<file path="src/rtl/mux_recirc_sync_rx.sv">
// Destination-side receiver for the mux-recirculation CDC scheme: synchronises the source request,
// captures the quasi-static source bus through a recirculating hold register, and returns an ack.
module mux_recirc_sync_rx #(
   parameter int WIDTH       = 8,
   parameter int SYNC_STAGES = 2,
   parameter int MODE        = 1
) (
   input  logic             c2,
   input  logic             rstn,
   input  logic [WIDTH-1:0] src_data,
   input  logic             src_req,
   output logic             src_ack,
   output logic [WIDTH-1:0] out_data,
   output logic             out_valid,
   input  logic             out_ready,
   output logic             overrun,
   input  logic             overrun_clr
);

   if (SYNC_STAGES < 2) begin : g_bad_sync_stages
      $error("mux_recirc_sync_rx: SYNC_STAGES must be >= 2");
   end

   logic [SYNC_STAGES-1:0] r_sync;
   logic                   r_req_s_d;
   logic                   r_ack_q;
   logic                   r_valid;
   logic                   r_overrun;
   logic [WIDTH-1:0]       r_data;

   logic w_req_s;
   logic w_capture;
   logic w_overrun_set;

   assign w_req_s = r_sync[SYNC_STAGES-1];

   // Toggle mode only loads when the slot is free or being drained; level mode loads on every rise.
   always_comb begin
      w_capture     = 1'b0;
      w_overrun_set = 1'b0;
      if (MODE == 1) begin
         w_capture = (w_req_s != r_ack_q) && (!r_valid || out_ready);
      end else begin
         w_capture     = w_req_s && !r_req_s_d;
         w_overrun_set = w_capture && r_valid && !out_ready;
      end
   end

   always_ff @(posedge c2) begin
      if (!rstn) begin
         r_sync    <= '0;
         r_req_s_d <= 1'b0;
         r_ack_q   <= 1'b0;
         r_valid   <= 1'b0;
         r_overrun <= 1'b0;
         r_data    <= '0;
      end else begin
         r_sync    <= {r_sync[SYNC_STAGES-2:0], src_req};
         r_req_s_d <= w_req_s;
         if (w_capture) begin
            r_ack_q <= w_req_s;
            r_valid <= 1'b1;
            r_data  <= src_data;
         end else if (r_valid && out_ready) begin
            r_valid <= 1'b0;
         end
         if (w_overrun_set) begin
            r_overrun <= 1'b1;
         end else if (overrun_clr) begin
            r_overrun <= 1'b0;
         end
      end
   end

   assign src_ack   = (MODE == 1) ? r_ack_q : r_req_s_d;
   assign out_data  = r_data;
   assign out_valid = r_valid;
   assign overrun   = (MODE == 1) ? 1'b0 : r_overrun;

endmodule

</file>
<file path="config.mk">
export PLATFORM = sky130hd
export DESIGN_NAME = mux_recirc_sync_rx
export DESIGN_NICKNAME = d
export VERILOG_FILES = /design/src/rtl/mux_recirc_sync_rx.sv
export SDC_FILE = /design/constraint.sdc
export NUM_CORES = 1
export LEC_CHECK = 0
export CAP_MARGIN = 10
export CORE_MARGIN = 2
export CORE_UTILIZATION = 25
export DETAILED_ROUTE_END_ITERATION = 16
export PLACE_DENSITY = 0.63
export SLEW_MARGIN = 20
export SYNTH_ARGS = -nofsm -noshare
export SYNTH_HDL_FRONTEND = slang
export SYNTH_SLANG_ARGS = --single-unit
</file>
<file path="constraint.sdc">
create_clock -name c2 -period 1.35 [get_ports c2]
set_input_delay 0.405 -clock c2 [delete_from_list [all_inputs] [get_ports c2]]
set_output_delay 0.405 -clock c2 [all_outputs]
set_load 0.05 [all_outputs]
</file>
==> impl_metrics.yaml, run 1 <==
grt:
  grt_use_met3_pct: 2.308
  antenna_found_initial: 0
  grt_max_degree: 11
  grt_pass1_vias: 331
  grt_pass1_wl_mm: 1.338
  grtUsageMet1_pct: 10.83
  grt_overflow: 0
  busiest_layer: "met2"
  track_usage_pct: 8.879
  grt_use_met2_pct: 13.24
pwr:
  finalPower_uw: 813.3
  peakVddDrop_uv: 336.2
  power.density_nw_per_um2: 950.3
  p_leak_nw: 0.3394
finish:
  final_common_cell: "nand2_1"
  multi_input_area_um2: 211.5
  nFillCells: 153
  seq_area_um2: 241.5
  fin_cells: 98
  area_growth_pct: 81.92
  num_antenna_cells: 0
  nets: 88
  final_cell_mix: "16 x nand2_1, 11 x clkdlybuf4s50_1, 11 x dfxtp_1, 11 x buf_12, 9 x mux2i_1"
  fin_util_pct: 49.03
  drive_above_1_share_pct: 24.66
clock_network:
  clk_latency_ps: 260
  cts_sinks: 12
  clkTransAtPathRegs_ps: 70
  holdBufCountCts: 0
  h-tree-depth: 1
  cts.root.buffer_cell: "clkbuf_4"
  cts_resized: 0
  cts_buffer_depth: 2
  postCtsSetupBuffers: 0
  cts_made_buffers: 3
  cts_tree: "yes"
yosys:
  synthDistinctLibCells: 13
  synth-compound-area-share_pct: 5.053
  synth.area.mux_share_pct: 19.15
  syn_area_um2: 470.5
  synthSimpleGateAreaFrac_pct: 18.09
  syn_avg_cell_area_um2: 9.601
  synthCells: 49
  synth_top_family_by_area: "multiplexers"
  synth_top_area_cell: "dfxtp_1"
  seq_area_frac_synth_pct: 51.06
  synth_fa_ha_area_share_pct: 0
  ys_seq_elements: 12
  syn-num-nets: 62
  yosys.area.top_type_share_pct: 51.06
  synth_xor_area_share_pct: 1.862
  synthTopCellsByArea: "dfxtp_1 51%, mux2i_1 19%, nand2_1 13%"
  ys_warn_count: 0
status:
  status: "completed"
floorplanning:
  die_w_um: 47.38
  fp.dieH_um: 47.38
  die-area_um2: 2245
  io_pins: 24
  initial_utilization_pct: 26.95
  std_cell_rows: 15
  core_region_area_um2: 1745
drt:
  vias: 387
  drt_first_pass_iters: 2
  route.detailed.drc: 0
  drtAntennaViolNets: 0
  drt_iter0_markers: 10
  wire_per_inst_um: 9.408
  wl_um: 922
  vias_per_cell: 3.949
hold_path:
  hp-class: "register to register"
  hp-start: "r_sync[0]"
worst_setup_path:
  r2r-start: "src_ack"
  path_buf_inv: 3
  crit_chain: "clkdlybuf4s50_1 -> inv_1 -> a21oi_4 -> buf_12 -> mux2i_1"
  worstSetupEndpointType: "register"
  cp.arrival_ps: 1470
  critical-path-slowest-cell: "clkdlybuf4s50_1"
  crit_path_start: "out_ready"
  cpPeakStageDelay_ps: 480
  crit_family: "buffers and inverters"
  start_kind: "input port"
  worstPathRequired_ps: 1540
  worst-path-max-fanout: 8
  critPathKind: "input port to register"
  reg2reg_setup_slack_ps: 270
place:
  detailed_place_hpwl_um: 723
  gp_congestion: 0.6383
  port_buffers: 21
  dpl.cell_count: 95
timing:
  hold_viol_final: 0
  rsz0062_at_grt: "false"
  period_share_pct: 94.52
  period_needed_ps: 1276
  timing.fmax_mhz: 783.7
  tns_ps: 0
  finalMaxSlewViolations: 0
  setup_viol: 0
  whs_ps: 439.8
  finalClockSkew_ps: 3.653
flow_run:
  cap_viol_max_count: 0
[worst reg2reg max path: cells and delay by family, from the launching register on]
kind                   cells  cell delay, ps
AO/OA/AOI/OAI              1             150
XOR/XNOR                   1             170
buffers and inverters      1             150
flip-flops                 1             350
multiplexers               1             200
[final cells by class]
| type | count | share of cell area [%] |
|---|---|---|
| clock buffers | 3 | 2.632 |
| inverters | 1 | 0.4386 |
| multi-input cells | 33 | 24.71 |
| flip-flops and latches | 12 | 28.22 |
| well taps | 25 | 3.655 |
| repair buffers | 24 | 40.35 |
[synthesized netlist by cell type (all sizes together)]
cell	count
conb	1
and2	2
mux2i	9
a21boi	1
a21oi	1
dfxtp	12
clkbuf	2
inv	1
nor2b	1
nand2	16
nand2b	1
xnor2	1
buf	1
[power breakdown]
group | switching (mW) | leakage [nW] | internal [mW]
Sequential | 0.0179 | 0.0985 | 0.372
Combinational | 0.0974 | 0.227 | 0.114
Clock | 0.109 | 0.0138 | 0.103
[metal layers]
metal / share of wire, % / vias to the layer above
li1: - / 202
met1: 48 / 168
met2: 43 / 15
met3: 8.0 / 2
met4: 1.4 / 0
met5: 0 / -
[registers in the layout (all words and copies together) (netlist names)]
name       cells
out_data       8
out_valid      1
r_sync         2
src_ack        1
[logic make-up after synthesis]
family / Yosys count
and+or+nand+nor: 20
DFF: 12
xor gates and xnor gates: 1
other: 1
muxes: 9
buffers and inverters: 4
AOI/OAI and AO/OA: 2
[stage by stage]
| stage | worst slack, ps | cell area (um^2) |
|---|---|---|
| after global placement | -140.5 | 833.3 |
| after floorplan | 145.2 | 471.7 |
| final | 74.03 | 855.8 |
| after global routing | 18.45 | 855.8 |
| after detailed placement | -209.5 | 833.3 |
| after CTS | 61.90 | 855.8 |
[worst paths after layout]
| kind | to | cells past startpoint |
|---|---|---|
| worst max-delay path | out_data[6] | 5 |
| worst min-delay path | r_sync[1] | 1 |
| worst max register to register | out_data[6] | 4 |
| worst min register to register | r_sync[1] | 1 |
Power figures use the tool's default switching activity.
==> run 2: changes to the inputs <==
--- a/config.mk
+++ b/config.mk
@@ -5,11 +5,12 @@
 export SDC_FILE = /design/constraint.sdc
 export NUM_CORES = 1
 export LEC_CHECK = 0
-export CAP_MARGIN = 10
+export ABC_AREA = 1
+export CAP_MARGIN = 20
 export CORE_MARGIN = 2
 export CORE_UTILIZATION = 25
 export DETAILED_ROUTE_END_ITERATION = 16
-export PLACE_DENSITY = 0.63
+export PLACE_DENSITY = 0.59
 export SLEW_MARGIN = 20
 export SYNTH_ARGS = -nofsm -noshare
 export SYNTH_HDL_FRONTEND = slang
==> run 2 against run 1 <==
Effect of this change:
- combinational power up 51%
- area after synthesis up 26%
- via count up 46%
- count of clock-buffer cells in the layout up 1
- sequential cell count unchanged
- critical path depth down 4
- die area up 24%
- utilization down 4.8 points
==> impl_metrics.yaml, run 2 <==
timing:
  rsz0062_at_grt: "false"
  hold_viol_final: 0
  finalMaxSlewViolations: 0
  finalClockSkew_ps: 3.008
  period_needed_ps: 1313
  setup_viol: 0
  period_share_pct: 97.23
  whs_ps: 426.9
  timing.fmax_mhz: 761.9
finish:
  final_cell_mix: "29 x inv_1, 21 x nand2_1, 12 x dfxtp_1, 11 x clkdlybuf4s50_1, 11 x buf_12"
  design_area_um2: 987.2
  fin_util_pct: 44.20
  final_common_cell: "inv_1"
  num_antenna_cells: 0
  nFillCells: 226
  seq_area_um2: 240.2
  largest_register_ffs: 8
  nets: 130
  area_growth_pct: 66.81
  multi_input_area_um2: 210.2
  drive_above_1_share_pct: 19.83
yosys:
  synthDistinctLibCells: 14
  ys_warn_count: 0
  ys_seq_elements: 12
  synth_top_area_cell: "dfxtp_1"
  yosys.area.top_type_share_pct: 40.59
  postSynth.asyncResetShare_pct: 0
  seq_area_frac_synth_pct: 40.59
  synth_enable_flop_cells: 0
  ys.flop_type: "dfxtp_1"
  yosys.cell_count.top_type: "inv_1"
  synthCells: 90
  synth_common_cells: "29 x inv_1, 21 x nand2_1, 12 x dfxtp_1"
  syn-num-nets: 103
  syn_avg_cell_area_um2: 6.576
  syn_area_um2: 591.8
  synthTopCellsByArea: "dfxtp_1 41%, inv_1 18%, nand2_1 13%"
flow_run:
  cap_viol_max_count: 0
drt:
  wl_mm: 1.223
  route.met2.wl_um: 571
  route.layer.met1.wl_um: 548
  route.detailed.drc: 0
  wire_per_inst_um: 8.493
  top_layer: "met4"
  vias_per_cell: 3.931
  drt_iter0_markers: 12
  drt_first_pass_iters: 4
  drtAntennaViolNets: 0
  wl_met3_um: 74
  vias: 566
place:
  port_buffers: 21
  gp_congestion: 0.6623
  place_area_um2: 950.9
  detailed_place_hpwl_um: 975
grt:
  grt_max_degree: 10
  grt_pass1_wl_mm: 2.208
  track_usage_pct: 11.07
  grt_overflow: 0
  grt_pass1_vias: 567
  antenna_found_initial: 0
worst_setup_path:
  critPathKind: "register to primary output"
  crit_chain: "buf_12"
  worstPathRequired_ps: 950
  start_kind: "register"
  cp.arrival_ps: 910
  path_buf_inv: 1
  cpPeakStageDelay_ps: 450
  reg2reg_setup_slack_ps: 330
  worst-path-max-fanout: 5
  worstSetupEndpointType: "primary output"
  critical-path-slowest-cell: "dfxtp_1"
  crit_family: "flip-flops"
clock_network:
  holdBufCountCts: 0
  cts_made_buffers: 3
  h-tree-depth: 1
  cts_sinks: 12
  clkTransAtPathRegs_ps: 80
  clk_latency_ps: 280
  cts_buffer_depth: 2
  cts.root.buffer_cell: "clkbuf_4"
  postCtsSetupBuffers: 0
  cts_tree: "yes"
  cts_resized: 0
floorplanning:
  initial_utilization_pct: 26.50
  die_w_um: 52.66
  die-area_um2: 2773
  io_pins: 24
  fp.dieH_um: 52.66
  core_region_area_um2: 2233
  std_cell_rows: 17
hold_path:
  hp-class: "register to register"
pwr:
  p_leak_nw: 0.5188
  power.density_nw_per_um2: 1034
  peakVddDrop_uv: 640.1
status:
  status: "completed"
## run 2: area by class of cell
cell class | count | share of cell area (%)
multi-input cells | 45 | 21.29
repair buffers | 25 | 35.74
inverters | 30 | 11.41
flip-flops and latches | 12 | 24.33
well taps | 28 | 3.549
clock buffers | 4 | 3.676
## run 2: through the flow
step / power (mW) / TNS (ps) / setup WS (ps) / cells
floorplan: 0.5795 / 0 / 107.3 / 90
global placement: 0.7354 / -606.9 / -70.77 / 140
detailed placement: 0.7404 / -827.3 / -112.2 / 140
CTS: 1.034 / 0 / 26.75 / 144
global route: 1.082 / 0 / 9.589 / 144
finish: 1.020 / 0 / 37.42 / 144
## run 2: worst paths after layout
kind,cells past startpoint,start,endpoint
max,1,src_ack,src_ack
min,2,r_sync[0],r_sync[1]
max reg2reg,5,src_ack,out_data[3]
min reg2reg,2,r_sync[0],r_sync[1]
## run 2: cells by family (layout without fill, tap and decap cells)
| group | after synthesis | after routing | share of synthesized area (%) |
|---|---|---|---|
| simple gates | 42 | 42 | 32.77 |
| buf+inv | 33 | 59 | 23.89 |
| flops | 12 | 12 | 40.59 |
| compound gates | 2 | 2 | 2.114 |
| other cells | 1 | 1 | 0.6336 |
## run 2: report_power, final
group / internal [mW] / switching, mW / leakage [nW]
combinational: 0.156 / 0.165 / 0.399
sequential: 0.381 / 0.0272 / 0.0987
clock: 0.164 / 0.127 / 0.0210
total: 0.701 / 0.320 / 0.519
## run 2: layer usage
metal  up-vias  GRT usage [%]
li1        300              -
met1       246          12.35
met2        17          18.75
met3         3          2.000
met4         0          7.692
met5         -              0
==> run 3: changes to the inputs <==
--- a/config.mk
+++ b/config.mk
@@ -8,9 +8,11 @@
 export ABC_AREA = 1
 export CAP_MARGIN = 20
 export CORE_MARGIN = 2
-export CORE_UTILIZATION = 25
+export CORE_UTILIZATION = 40
+export CTS_BUF_LIST = sky130_fd_sc_hd__clkbuf_16
+export CTS_CLUSTER_DIAMETER = 80
 export DETAILED_ROUTE_END_ITERATION = 16
-export PLACE_DENSITY = 0.59
+export PLACE_DENSITY = 0.83
 export SLEW_MARGIN = 20
 export SYNTH_ARGS = -nofsm -noshare
 export SYNTH_HDL_FRONTEND = slang
==> run 3 against run 2 <==
Effect of this change:
- utilization rose by 30 points
- worst setup slack improved by 20 ps
- combinational power fell by 1%
- clock power rose by 87%
- via count rose by 1.4%
==> impl_metrics.yaml, run 3 (synthesized netlist as in run 2, its figures left out) <==
drt:
  vias_per_cell: 4.450
  drt_iter0_markers: 14
  drtAntennaViolNets: 0
  wl_mm: 1.306
  wire_per_inst_um: 10.12
  vias: 574
  drt_first_pass_iters: 4
  route.detailed.drc: 0
worst_setup_path:
  worstSetupEndpointType: "register"
  critPathKind: "input port to register"
  worst-path-max-fanout: 12
  cp.arrival_ps: 1460
  worstPathRequired_ps: 1520
  start_kind: "input port"
floorplanning:
  die-area_um2: 1803
  io_pins: 24
  fp.dieH_um: 42.47
  core_region_area_um2: 1334
  initial_utilization_pct: 44.37
  std_cell_rows: 13
  die_w_um: 42.47
timing:
  finalClockSkew_ps: 0.6860
  hold_viol_final: 0
  setup_viol: 0
  period_share_pct: 95.75
  fin_ws_ps: 57.32
  finalMaxSlewViolations: 0
  rsz0062_at_grt: "false"
  period_needed_ps: 1293
  timing.fmax_mhz: 773.6
  whs_ps: 417.9
clock_network:
  holdBufCountCts: 0
  cts_tree: "yes"
  cts_resized: 0
  cts_buffer_depth: 2
  postCtsSetupBuffers: 0
  cts_sinks: 12
  clkTransAtPathRegs_ps: 40
  h-tree-depth: 1
  cts_made_buffers: 3
  clk_latency_ps: 240
  cts.root.buffer_cell: "clkbuf_16"
finish:
  multi_input_area_um2: 210.2
  nFillCells: 92
  final_cell_mix: "29 x inv_1, 21 x nand2_1, 12 x dfxtp_1, 11 x clkdlybuf4s50_1, 10 x buf_12"
  nets: 128
  num_antenna_cells: 0
  drive_above_1_share_pct: 17.54
  seq_area_um2: 240.2
  final_common_cell: "inv_1"
  design_area_um2: 985.9
  area_growth_pct: 66.60
  fin_util_pct: 73.92
  largest_register_ffs: 8
place:
  detailed_place_hpwl_um: 908.8
  place_area_um2: 907.1
  dp_slack_ps: -138.3
  port_buffers: 21
  gp_congestion: 0.7012
status:
  status: "completed"
pwr:
  p_int_uw: 923.1
  p_sw_share_pct: 27.51
  seq_power_share_pct: 32.3
  pwr-share-comb_pct: 24.9
  clkPwrFrac_pct: 42.8
  p_leak_nw: 0.5216
  p_switching_uw: 350.2
  peakVddDrop_uv: 807.0
  power.density_nw_per_um2: 1292
grt:
  antenna_found_initial: 0
  grt_overflow: 0
  track_usage_pct: 15.53
  grt_max_degree: 13
  grt_pass1_vias: 534
  grt_pass1_wl_mm: 2.056
flow_run:
  cap_viol_max_count: 0
hold_path:
  hp-class: "register to register"
## run 3: power by group through the flow
stage	registers [mW]	logic [mW]	clock network [mW]
finish	0.412	0.317	0.545
global route	0.413	0.337	0.569
CTS	0.412	0.318	0.557
detailed placement	0.417	0.314	0
global placement	0.415	0.309	0
floorplan	0.485	0.0942	0
## run 3: final cells by class
class / count / share of cell area, %
inverters: 30 / 11.42
clock inverters: 1 / 0.3807
multi-input cells: 45 / 21.32
repair buffers: 23 / 32.99
well taps: 15 / 1.904
flip-flops and latches: 12 / 24.37
clock buffers: 3 / 7.614
## run 3: metal layers
layer  global-route usage (%)  part of all wire [%]  vias to the layer above
met5                        0                     0                        -
met1                    15.26                    38                      250
li1                         -                     -                      299
met4                    9.375                   2.4                        0
met2                    28.31                    53                       20
met3                    4.310                   6.4                        5
## run 3: path summary, 6_finish.rpt
kind             start           to  slack [ps]  depth (start not counted)
max          out_ready  out_data[0]          60                          7
min          r_sync[0]    r_sync[1]         420                          2
max reg2reg    src_ack  out_data[0]         320                          6
min reg2reg  r_sync[0]    r_sync[1]         420                          2
## run 3: per-stage QoR
stage	setup TNS [ps]	power, mW	cells
after global routing	0	1.320	129
after floorplan	0	0.5795	90
after global placement	-834.7	0.7240	125
final	0	1.273	129
after detailed placement	-1058	0.7312	125
after CTS	0	1.287	129
## run 3: critical path, cell delays in order
cell,delay [ps]
clkdlybuf4s50_1,460
inv_1,60
nand2_4,130
nand3_4,150
nand2_1,90
inv_1,50
nor2_1,120
